### src/rtl/stall_ctrl_pkg.sv
// Shared types and defaults for the pipeline stall controller.
// FSM state encoding plus default watchdog and counter sizes.
package stall_ctrl_pkg;

    typedef enum logic {
        RUN      = 1'b0,
        MEM_WAIT = 1'b1
    } stall_state_e;

    localparam int MEM_TIMEOUT_DEFAULT    = 255;
    localparam int PERF_CNT_WIDTH_DEFAULT = 32;

endpackage

### src/rtl/stall_perf_counters.sv
// Pair of free-running event counters with synchronous active-low clear.
// Only instantiated when STALL_PERF_CNT_EN is defined.
module stall_perf_counters #(
    parameter int WIDTH = 32
) (
    input  logic             clk,
    input  logic             rst_n,
    input  logic             i_inc_stall,
    input  logic             i_inc_flush,
    output logic [WIDTH-1:0] o_stall_cnt,
    output logic [WIDTH-1:0] o_flush_cnt
);

    logic [WIDTH-1:0] r_stall_cnt;
    logic [WIDTH-1:0] r_flush_cnt;

    // Count enabled cycles; overflow wraps naturally
    always_ff @(posedge clk) begin
        if (!rst_n) begin
            r_stall_cnt <= {WIDTH{1'b0}};
            r_flush_cnt <= {WIDTH{1'b0}};
        end else begin
            if (i_inc_stall) begin
                r_stall_cnt <= r_stall_cnt + {{(WIDTH-1){1'b0}}, 1'b1};
            end else begin
                r_stall_cnt <= r_stall_cnt;
            end
            if (i_inc_flush) begin
                r_flush_cnt <= r_flush_cnt + {{(WIDTH-1){1'b0}}, 1'b1};
            end else begin
                r_flush_cnt <= r_flush_cnt;
            end
        end
    end

    assign o_stall_cnt = r_stall_cnt;
    assign o_flush_cnt = r_flush_cnt;

endmodule

### src/rtl/pipeline_stall_controller.sv
// Per-stage freeze/flush/bubble generation with memory-wait FSM and watchdog.
// Optional performance counters are built only when STALL_PERF_CNT_EN is defined.
module pipeline_stall_controller
    import stall_ctrl_pkg::*;
#(
    parameter int MEM_TIMEOUT    = MEM_TIMEOUT_DEFAULT,
    parameter int PERF_CNT_WIDTH = PERF_CNT_WIDTH_DEFAULT
) (
    input  logic                      clk,
    input  logic                      rst_n,
    input  logic                      hazard_detected,
    input  logic                      branch_taken,
    input  logic                      mem_req,
    input  logic                      mem_ready,
    output logic                      pc_freeze,
    output logic                      if_id_freeze,
    output logic                      if_id_flush,
    output logic                      id_exe_bubble,
    output logic                      id_exe_flush,
    output logic                      back_freeze,
    output logic                      mem_wait_state,
    output logic                      mem_timeout,
    output logic [PERF_CNT_WIDTH-1:0] stall_cycles,
    output logic [PERF_CNT_WIDTH-1:0] flush_count
);

    localparam int WAIT_W = $clog2(MEM_TIMEOUT + 1);
    localparam logic [WAIT_W-1:0] WAIT_MAX = WAIT_W'(MEM_TIMEOUT);
    // The counter reaches MEM_TIMEOUT on the same edge the error is raised
    localparam logic [WAIT_W-1:0] WAIT_ARM = WAIT_W'(MEM_TIMEOUT - 1);

    logic w_mem_stall;
    logic w_pc_freeze;
    logic w_if_id_freeze;
    logic w_if_id_flush;
    logic w_id_exe_bubble;
    logic w_id_exe_flush;
    logic w_back_freeze;

    stall_state_e      r_state;
    logic [WAIT_W-1:0] r_wait_cnt;
    logic              r_mem_timeout;

    assign w_mem_stall = mem_req & ~mem_ready;

    // Prioritised control decode: memory stall, then branch, then hazard
    always_comb begin
        w_pc_freeze     = 1'b0;
        w_if_id_freeze  = 1'b0;
        w_if_id_flush   = 1'b0;
        w_id_exe_bubble = 1'b0;
        w_id_exe_flush  = 1'b0;
        w_back_freeze   = 1'b0;
        if (!rst_n) begin
            w_pc_freeze = 1'b0;
        end else if (w_mem_stall) begin
            w_pc_freeze    = 1'b1;
            w_if_id_freeze = 1'b1;
            w_back_freeze  = 1'b1;
        end else if (branch_taken) begin
            w_if_id_flush  = 1'b1;
            w_id_exe_flush = 1'b1;
        end else if (hazard_detected) begin
            w_pc_freeze     = 1'b1;
            w_if_id_freeze  = 1'b1;
            w_id_exe_bubble = 1'b1;
        end else begin
            w_pc_freeze = 1'b0;
        end
    end

    // Memory-wait FSM with saturating watchdog and sticky timeout flag
    always_ff @(posedge clk) begin
        if (!rst_n) begin
            r_state       <= RUN;
            r_wait_cnt    <= {WAIT_W{1'b0}};
            r_mem_timeout <= 1'b0;
        end else begin
            case (r_state)
                RUN: begin
                    r_wait_cnt <= {WAIT_W{1'b0}};
                    if (w_mem_stall) begin
                        r_state <= MEM_WAIT;
                    end else begin
                        r_state <= RUN;
                    end
                end
                MEM_WAIT: begin
                    if (w_mem_stall) begin
                        r_state <= MEM_WAIT;
                        if (r_wait_cnt != WAIT_MAX) begin
                            r_wait_cnt <= r_wait_cnt + {{(WAIT_W-1){1'b0}}, 1'b1};
                        end else begin
                            r_wait_cnt <= r_wait_cnt;
                        end
                        if (r_wait_cnt >= WAIT_ARM) begin
                            r_mem_timeout <= 1'b1;
                        end else begin
                            r_mem_timeout <= r_mem_timeout;
                        end
                    end else begin
                        r_state    <= RUN;
                        r_wait_cnt <= {WAIT_W{1'b0}};
                    end
                end
                default: begin
                    r_state    <= RUN;
                    r_wait_cnt <= {WAIT_W{1'b0}};
                end
            endcase
        end
    end

    assign pc_freeze      = w_pc_freeze;
    assign if_id_freeze   = w_if_id_freeze;
    assign if_id_flush    = w_if_id_flush;
    assign id_exe_bubble  = w_id_exe_bubble;
    assign id_exe_flush   = w_id_exe_flush;
    assign back_freeze    = w_back_freeze;
    assign mem_wait_state = (r_state == MEM_WAIT);
    assign mem_timeout    = r_mem_timeout;

`ifdef STALL_PERF_CNT_EN
    stall_perf_counters #(
        .WIDTH(PERF_CNT_WIDTH)
    ) u_perf (
        .clk         (clk),
        .rst_n       (rst_n),
        .i_inc_stall (w_pc_freeze),
        .i_inc_flush (w_if_id_flush),
        .o_stall_cnt (stall_cycles),
        .o_flush_cnt (flush_count)
    );
`else
    assign stall_cycles = {PERF_CNT_WIDTH{1'b0}};
    assign flush_count  = {PERF_CNT_WIDTH{1'b0}};
`endif

endmodule

### config.mk
export PLATFORM = sky130hd
export DESIGN_NAME = pipeline_stall_controller
export DESIGN_NICKNAME = d
export VERILOG_FILES = /design/src/rtl/stall_ctrl_pkg.sv /design/src/rtl/stall_perf_counters.sv /design/src/rtl/pipeline_stall_controller.sv
export SDC_FILE = /design/constraint.sdc
export NUM_CORES = 1
export LEC_CHECK = 0
export ABC_AREA = 1
export BUFFER_PORTS_ARGS = -buffer_cell sky130_fd_sc_hd__buf_2
export CORE_MARGIN = 2
export CORE_UTILIZATION = 43
export DETAILED_ROUTE_END_ITERATION = 8
export HOLD_SLACK_MARGIN = 0.03
export PLACE_DENSITY_LB_ADDON = 0.05
export SLEW_MARGIN = 20
export SYNTH_ARGS = -nofsm -noshare
export SYNTH_HDL_FRONTEND = slang
export SYNTH_HIERARCHICAL = 1
export SYNTH_SLANG_ARGS = --single-unit
### constraint.sdc
create_clock -name clk -period 3.3 [get_ports clk]
set_input_delay 0.495 -clock clk [delete_from_list [all_inputs] [get_ports clk]]
set_output_delay 0.495 -clock clk [all_outputs]
set_load 0.1 [all_outputs]
==> impl_results.md <==
- Max Buffers Root-to-Sink: 2
- # rows: 17
- Required @ worst endpoint: 2.80 ns
- CP startpoint kind: primary input
- Crit path DAT: roughly 1.4 ns
- CTS tree: done
- Boundary Pins: 78
- Mapped cell area: approximately 1100 um2
- Ratio of cells with drive above 1 in the final layout: 16.36%
- Iteration-0 DRC Markers: 2
- Multi-input gate area: about 540 um2
- DRC viols: 0
- GR Util All Layers: 9.251%
- Total iterations of the first detailed-routing run: 2
- Design Area, Final: 935.9 um2
- Setup TNS: 0 ns
- Syn_area_per_cell: 6.977 um2
- Vias/cell: 3.580
- RSZ-0062 raised after global routing: false
- # setup viols final: 0
- Peak Freq: around 530 MHz
- Placed cell areas: 899.6 um2
- Final net count: 174
- Crit. End Element: output pin
- CP max FO: 4
- Crit path time final: 1.871 ns
- Leak: about 0.54 nW
- CTS resizes: 0
- # Post-CTS Setup Buffers: 0
- Final WL: 1.302 mm
- FF/Latch Area: 200.2 um2
- Sequential area share after synthesis: around a fifth
- Commonest non-fill, non-tap cell in the layout: conb_1
- Vias: 691
- Number of global-route vias before repair: 469
- Setup Skew: 0.004001 ns
- Initial antenna violation count: 0
- Family with the most delay on the worst path: buffers and inverters
- Final Slew Violations: 0
- Tcrit/Tclk final: 56.71%
- TritonCTS Sinks: 10
- Ys Warns: 6
- Fill count: 263
- Most frequent cells in the layout: conb_1, nor2_1, inv_1, nand2_1, buf_2
- Die footprint: 2862 um2
- Synth Register Bits: 10
- Grt ovf: 0
- Root Driver: clkbuf_4
- Yosys cell types: 17
- Kind of critical path: primary input to output pin
- Worst skew pair latency: 0.26 ns
- Hold buffer count at CTS: 0
- Die H: 53.50 um
- Worst path bufs/invs: 3
- Max Cap Viol: 0
- Area growth from synthesis to layout: -11.16%
- Post-Place Cells: 189
- Area of the core: 2255 um2
- First-pass GRT wire length: 1.856 mm
- Post-synthesis cell count: roughly 150
- Crit-path slowest cell: buf_2
- CTS H-Tree Depth: 1
- Initial Util: 46.73%
- N_diodes: 0
- Final cell count without fillers: approximately 190
- Clock transition at path regs: 0.06 ns
- Antenna-violating nets left: 0
- Outcome: finished clean
- Hold Path Class: flop to flop
- Final Hold Viols: 0
- IO Port Bufs: 13
- Final HPWL DP: 1.152 mm
- Wirelength per Cell: approximately 6.7 um
- Total power: roughly 0.59 mW
- Most frequent CP cell: buf_2
- Critical path's largest stage delay: 0.45 ns
- PwrDens: about 630 nW/um2
- Peak supply drop: 0.3068 mV
- Cell Chain, Critical Path: buf_2 > nand2_1 > inv_1 > nor3_2 > buf_2
- Die W: 53.50 um
- Gpl congestion: between 0.7 and 0.8
- Largest net degree at the start of global routing: 7
- Num CTS Buffers: 3
-- through the flow --
step | hold WS [ns] | util, % | worst slack [ns]
finish | 0.4450 | 41.51 | 1.429
detailed placement | 0.4403 | 39.90 | 1.426
global placement | 0.4430 | 39.90 | 1.467
floorplan | 0.4554 | - | 0.2962
global route | 0.4836 | 41.51 | 1.312
CTS | 0.4503 | 41.51 | 1.425
-- logic make-up (layout without fill, tap and decap cells) --
group	after synthesis	count (layout)	share of synthesized area [%]
buffers and inverters	82	33	52.85
AO/OA/AOI/OAI	6	6	3.206
AND/OR/NAND/NOR	50	50	22.21
adder cells (fa/ha/maj)	2	2	2.375
flip-flops	10	10	19.00
other	1	64	0.3560
-- state kept, by name, summed over array words and instances, names as in the netlist --
signal,cells
r_wait_cnt,8
mem_timeout,1
mem_wait_state,1
-- final timing paths --
path	cells after the start	slack, ns	startpoint	to
setup / recovery	5	1.43	mem_req	id_exe_flush
hold / removal	2	0.44	mem_timeout	mem_timeout
setup reg to reg	7	2.03	r_wait_cnt[1]	r_wait_cnt[3]
hold reg to reg	2	0.44	mem_timeout	mem_timeout
-- area by class of cell --
type	instances	area share (%)
Clock buffer	4	3.877
Tap cell	28	3.743
Multi-Input combinational cell	122	57.49
Sequential cell	10	21.39
Inverter	16	6.551
Timing Repair Buffer	13	6.952
-- where the power goes --
group          switching (mW)  internal (mW)  total, mW
logic                   0.355        0.00680      0.362
registers            0.000515          0.121      0.122
clock network          0.0415         0.0670      0.108
total                   0.397          0.195      0.592
-- tightest hold or removal path, stage by stage (launching register included) --
cell and delay [ns]:
dfxtp_1 0.30, inv_1 0.04, a21oi_1 0.05
-- cells in the mapped netlist --
cell      instances  share of area [%]
conb_1            1               0.36
clkinv_2          1               0.47
inv_1            15                5.3
nand2_2           3                1.8
nor2_2            1               0.59
a21oi_2           1               0.83
buf_4            66                 47
a21oi_1           3                1.4
nor2_1           17                6.1
nor3_1            2               0.95
o21ai_0           2               0.95
dfxtp_1          10                 19
nand2_4           1                1.1
nand3_1           9                4.3
nand2_1          15                5.3
ha_1              2                2.4
nor2_4            2                2.1
-- per-layer routing --
metal	GRT usage [%]	part of all wire (%)	up-vias
li1	-	-	355
met1	9.966	39	290
met2	15.43	47	46
met3	5.932	14	0
met4	1.282	0	0
met5	0	0	-
No activity file was read; power rests on OpenSTA's default activity.
